[config.mk]
export PLATFORM = sky130hd
export DESIGN_NAME = alp_cmd_sequencer
export DESIGN_NICKNAME = d
export VERILOG_FILES = /design/src/rtl/alp_cmd_sequencer.sv
export SDC_FILE = /design/constraint.sdc
export NUM_CORES = 1
export LEC_CHECK = 0
export BUFFER_PORTS_ARGS = -buffer_cell sky130_fd_sc_hd__buf_4
export CAP_MARGIN = 15
export CORE_MARGIN = 1
export CORE_UTILIZATION = 54
export DETAILED_ROUTE_END_ITERATION = 8
export GPL_ROUTABILITY_DRIVEN = 0
export PLACE_DENSITY = 0.82
export SKIP_LAST_GASP = 1
export SYNTH_ARGS = -nofsm -noshare
export SYNTH_HDL_FRONTEND = slang
export SYNTH_SLANG_ARGS = --single-unit
[constraint.sdc]
create_clock -name clk -period 2.2 [get_ports clk]
set_input_delay 0.44 -clock clk [delete_from_list [all_inputs] [get_ports clk]]
set_output_delay 0.44 -clock clk [all_outputs]
set_load 0.01 [all_outputs]
[src/rtl/alp_cmd_sequencer.sv]
// alp_cmd_sequencer: plays a 16-entry command program onto the ALP command inputs.
module alp_cmd_sequencer #(
  parameter int COMP_CYCLES = 2
) (
  input  logic       clk,
  input  logic       reset,
  input  logic       i_WR_EN,
  input  logic [3:0] i_WR_ADDR,
  input  logic [9:0] i_WR_DATA,
  input  logic       i_START,
  input  logic [3:0] i_LAST,
  input  logic       i_ERR,
  output logic [3:0] o_DATA_IN,
  output logic [2:0] o_OP,
  output logic       o_CLR,
  output logic       o_LOAD,
  output logic       o_COMP,
  output logic       o_BUSY,
  output logic       o_DONE,
  output logic [3:0] o_PC,
  output logic [3:0] o_ERR_CNT,
  output logic       o_BAD_CMD
);
  localparam logic [2:0] IDLE = 3'd0, FETCH = 3'd1, ISSUE = 3'd2, HOLD = 3'd3, FINISH = 3'd4;
  logic [9:0] mem [16];
  logic [2:0] state_q, state_d, hold_q, hold_d;
  logic [3:0] pc_q, pc_d, last_q, last_d, err_cnt_q, err_cnt_d;
  logic [9:0] word_q, word_d;
  logic       bad_q, bad_d, err_chk_q, err_chk_d;
  logic       multi, drive, advance;
  always_ff @(posedge clk)
    if (i_WR_EN && state_q == IDLE) mem[i_WR_ADDR] <= i_WR_DATA;
  always_comb begin
    multi   = (word_q[2] & word_q[1]) | (word_q[2] & word_q[0]) | (word_q[1] & word_q[0]);
    drive   = (state_q == ISSUE && !multi) || state_q == HOLD;
    advance = (state_q == ISSUE && (multi || !word_q[0] || COMP_CYCLES == 1)) ||
              (state_q == HOLD && hold_q == 3'd1);
    state_d   = state_q;
    hold_d    = hold_q;
    pc_d      = pc_q;
    last_d    = last_q;
    word_d    = word_q;
    bad_d     = bad_q;
    err_chk_d = 1'b0;
    // ERR is judged on the cycle right after a compute window closes
    err_cnt_d = (err_chk_q && i_ERR && err_cnt_q != 4'hf) ? err_cnt_q + 4'd1 : err_cnt_q;
    if (state_q == IDLE && i_START) begin
      last_d    = i_LAST;
      pc_d      = 4'd0;
      err_cnt_d = 4'd0;
      bad_d     = 1'b0;
      state_d   = FETCH;
    end
    if (state_q == FETCH) begin
      word_d  = mem[pc_q];
      state_d = ISSUE;
    end
    if (state_q == ISSUE && multi) bad_d = 1'b1;
    if (state_q == ISSUE && !multi && word_q[0] && COMP_CYCLES > 1) begin
      hold_d  = 3'(COMP_CYCLES - 1);
      state_d = HOLD;
    end
    if (state_q == HOLD) hold_d = hold_q - 3'd1;
    if (advance) begin
      state_d   = (pc_q == last_q) ? FINISH : FETCH;
      pc_d      = (pc_q == last_q) ? pc_q : pc_q + 4'd1;
      err_chk_d = word_q[0] && !multi;
    end
    if (state_q == FINISH) state_d = IDLE;
  end
  always_ff @(posedge clk or negedge reset)
    if (!reset) begin
      state_q   <= IDLE;
      hold_q    <= 3'd0;
      pc_q      <= 4'd0;
      last_q    <= 4'd0;
      word_q    <= 10'd0;
      bad_q     <= 1'b0;
      err_chk_q <= 1'b0;
      err_cnt_q <= 4'd0;
    end else begin
      state_q   <= state_d;
      hold_q    <= hold_d;
      pc_q      <= pc_d;
      last_q    <= last_d;
      word_q    <= word_d;
      bad_q     <= bad_d;
      err_chk_q <= err_chk_d;
      err_cnt_q <= err_cnt_d;
    end
  assign o_DATA_IN = drive ? word_q[9:6] : 4'd0;
  assign o_OP      = drive ? word_q[5:3] : 3'd0;
  assign o_CLR     = drive & word_q[2];
  assign o_LOAD    = drive & word_q[1];
  assign o_COMP    = drive & word_q[0];
  assign o_BUSY    = state_q == FETCH || state_q == ISSUE || state_q == HOLD;
  assign o_DONE    = state_q == FINISH;
  assign o_PC      = pc_q;
  assign o_ERR_CNT = err_cnt_q;
  assign o_BAD_CMD = bad_q;
endmodule

==> flow_metrics.env <==
export IMPL_outcome="complete, no violations"
export IMPL_hold_viol=0
export IMPL_die_h_um=121
export IMPL_ant_nets=0
export IMPL_hpwl_um=10700
export IMPL_slowest_stage="dfrtp_1"
export IMPL_reg2reg_depth=5
export IMPL_p_per_area_mw_per_mm2=1190
export IMPL_start_kind="flop"
export IMPL_synth_compound_area_share=0.0368
export IMPL_cpPeakStageDelay_ns=0.43
export IMPL_period_share=0.987
export IMPL_antenna_found_initial=0
export IMPL_ir_worst_vdd_v=0.000741
export IMPL_synth_seq_cells=190
export IMPL_cpMostUsedCell="buf_4"
export IMPL_slew_headroom=0.595
export IMPL_netlist_area_leader_share=0.623
export IMPL_gr_total_overflow=0
export IMPL_nNetsFinal=558
export IMPL_p_leak_nw=3.27
export IMPL_clk_latency_ns=0.44
export IMPL_syn_to_final_growth_pct=19.3
export IMPL_core_sq_mm=0.0139
export IMPL_drv_slew=0
export IMPL_grt_pass1_vias=4347
export IMPL_netlist_area_sq_mm=0.00771
export IMPL_rows=43
export IMPL_critPathMaxFanout=7
export IMPL_dr_pass1_iters=5
export IMPL_root_buffer="clkbuf_16"
export IMPL_placed_cells=681
export IMPL_wl_per_cell_um=23.1
export IMPL_multi_input_area_sq_mm=0.00202
export IMPL_path_buf_inv=2
export IMPL_drt_total_wl_um=16700
export IMPL_clockBufferDepth=2
export IMPL_via_count=4363
export IMPL_yosys_warnings=0
export IMPL_clock_sinks=190
export IMPL_hp_class="primary input to flop"
export IMPL_synthMuxAreaShare=0.136
export IMPL_crit_type="flop to primary output"
export IMPL_initial_utilization=0.555
export IMPL_cts_max_level=4
export IMPL_synth_edf_count=160
export IMPL_period_minus_slack_ns=2.17
export IMPL_tns_ns=0
export IMPL_die_area_sq_mm=0.0148
export IMPL_rr_startpoint="state_q[2]"
export IMPL_fmax_mhz=460
export IMPL_synth_most_common_cell="edfxtp_1"
export IMPL_r2r_slack_ns=0.11
export IMPL_synth_top_area_cell="edfxtp_1"
export IMPL_fp_dieW_um=121
export IMPL_ys_top_cells_by_area="edfxtp_1 (62%), mux4_2 (11%), dfrtp_1 (9.7%)"
export IMPL_grt_pass1_wl_um=24800
export IMPL_setup_viol=0
export IMPL_viasPerCell=6.03
export IMPL_post_place_ws_ns=0.189
export IMPL_crit_family="flip-flops"
export IMPL_track_usage=0.241
export IMPL_fin_ws_ns=0.0283
export IMPL_synth_common_cells="edfxtp_1 (160), mux4_2 (36), dfrtp_1 (30), nand2_1 (25), nor2_1 (24)"
export IMPL_drive_above_1_share=0.342
export IMPL_synth_top_family_by_area="multiplexers"
export IMPL_n_fill_cell=909
export IMPL_clkSlewWorstSetupHoldPaths_ns=0.06
export IMPL_syn_num_nets=465
export IMPL_min_path_cells=3
export IMPL_avgSynthCellArea_sq_um=17.6
export IMPL_yosys_cell_types_count=42
export IMPL_crit_required_ns=1.76
export IMPL_yosys_area_share_simple=0.0703
export IMPL_synthAdderAreaFrac=0.00649
export IMPL_hp_start="i_LAST[1]"
export IMPL_seq_area_frac_synth=0.721
export IMPL_synth_xor_area_frac=0.00909
export IMPL_drc=0
export IMPL_io_pins=44
export IMPL_worst_setup_path_end_kind="primary output"
export IMPL_instances_no_fill=724
export IMPL_io_buffers=43
export IMPL_path_cells="a21oi_2 -> o31a_1 -> buf_4 -> and2_1 -> buf_4"
export IMPL_final_seq_area_sq_mm=0.00556
export IMPL_final_setup_skew_ns=0.00774
export IMPL_maxCapViolations=0
export IMPL_cts_tree="yes"
export IMPL_ys_async_sr_fraction=0.158
export IMPL_worst_pin_slew_ns=0.607
export IMPL_grt_max_degree=31
export IMPL_ys_flop_type="edfxtp_1"
export IMPL_syn_inst=438
export IMPL_r2r_end="mem[14][5]"
export IMPL_initialDrtViolationCount=464
export IMPL_diodes=0
export IMPL_crit_arrival_ns=1.73
export IMPL_numCtsBuffers=17
export IMPL_hold_end="last_q[1]"
## cells by family (layout without fill, tap and decap cells)
group | after synthesis | count (layout)
buffers and inverters | 28 | 134
muxes | 57 | 57
and+or+nand+nor | 105 | 105
AOI/OAI and AO/OA | 46 | 46
DFF | 190 | 190
adders and majority gates | 4 | 4
xor gates and xnor gates | 8 | 8
## layer usage
| layer | global-route usage | part of all wire | up-vias |
|---|---|---|---|
| met3 | 0.0695 | 0.083 | 24 |
| li1 | - | - | 1900 |
| met2 | 0.388 | 0.50 | 217 |
| met5 | 0 | 0 | - |
| met4 | 0.0926 | 0.020 | 0 |
| met1 | 0.311 | 0.39 | 2222 |
## what timing repair did
action                     in CTS  in global routing
cloned                          0                  0
hold buffers                    1                  0
hold endpoints to repair       30                  0
buffers inserted                3                  7
pin swaps                       0                  0
gates resized for setup         2                  4
setup endpoints to repair      10                  7
## registers in the layout, indices dropped and copies added (netlist names)
signal	count
o_PC	4
last_q	4
mem	160
state_q	3
o_ERR_CNT	4
word_q	10
o_BAD_CMD	1
err_chk_q	1
hold_q	3
## final cells by class
cell class	count	share of cell area
multi-input cells	220	0.220
repair buffers	96	0.0828
flip-flops and latches	190	0.605
inverters	6	0.00245
clock inverters	14	0.0186
clock buffers	18	0.0467
well taps	180	0.0245
## cell usage in the layout, fill, tap and decap left out, types with 2 or more instances in the layout
cell type	Yosys	layout
a21oi_1	4	3
a22oi_1	8	8
a311oi_1	2	2
and2_1	11	11
buf_12	0	3
buf_4	1	92
bufinv_16	0	2
clkbuf_16	0	17
clkinvlp_4	0	2
dfrtp_1	30	24
dfrtp_2	0	6
edfxtp_1	160	160
ha_1	4	4
inv_1	6	6
inv_6	0	6
inv_8	0	2
mux2_2	9	9
mux2i_1	11	11
mux4_2	36	36
nand2_1	25	25
nand2b_1	4	4
nand3_1	8	8
nand3b_1	5	5
nor2_1	24	24
nor2b_1	10	9
nor3_1	7	3
nor3_2	0	4
nor3b_1	4	4
o21ai_0	9	9
o21ai_1	17	17
xnor2_1	7	7
## worst max-delay path by stage
stage / to / depth (start not counted) / start / slack [ns]
after floorplan: mem[9][0] / 5 / state_q[2] / 0.11
after detailed placement: mem[14][5] / 5 / state_q[2] / 0.19
final: o_DATA_IN[3] / 5 / word_q[2] / 0.03
after CTS: o_DATA_IN[2] / 4 / state_q[0] / 0.02
after global placement: mem[14][8] / 5 / state_q[2] / 0.27
after global routing: o_DATA_IN[2] / 5 / word_q[2] / -0.02
## worst min-delay path, cell delays in order
cell and delay (ns):
buf_4 0.07, nand2_1 0.04, nand2_1 0.05
## power by group
part           leakage [nW]  switching, W  internal (W)
registers              1.80      0.000313       0.00416
clock network         0.289       0.00139       0.00172
logic                  1.18       0.00165       0.00173
## per-stage QoR
stage	hold slack [ns]	area (sq um)	total power, W	util
after floorplan	0.144	7730	0.00669	-
after global placement	0.397	8500	0.00757	0.612
after detailed placement	0.410	8500	0.00771	0.612
after CTS	0.185	9130	0.0109	0.658
after global routing	0.190	9190	0.0114	0.662
final	0.202	9190	0.0110	0.662
Note: power is estimated with default switching activity, not from simulation.
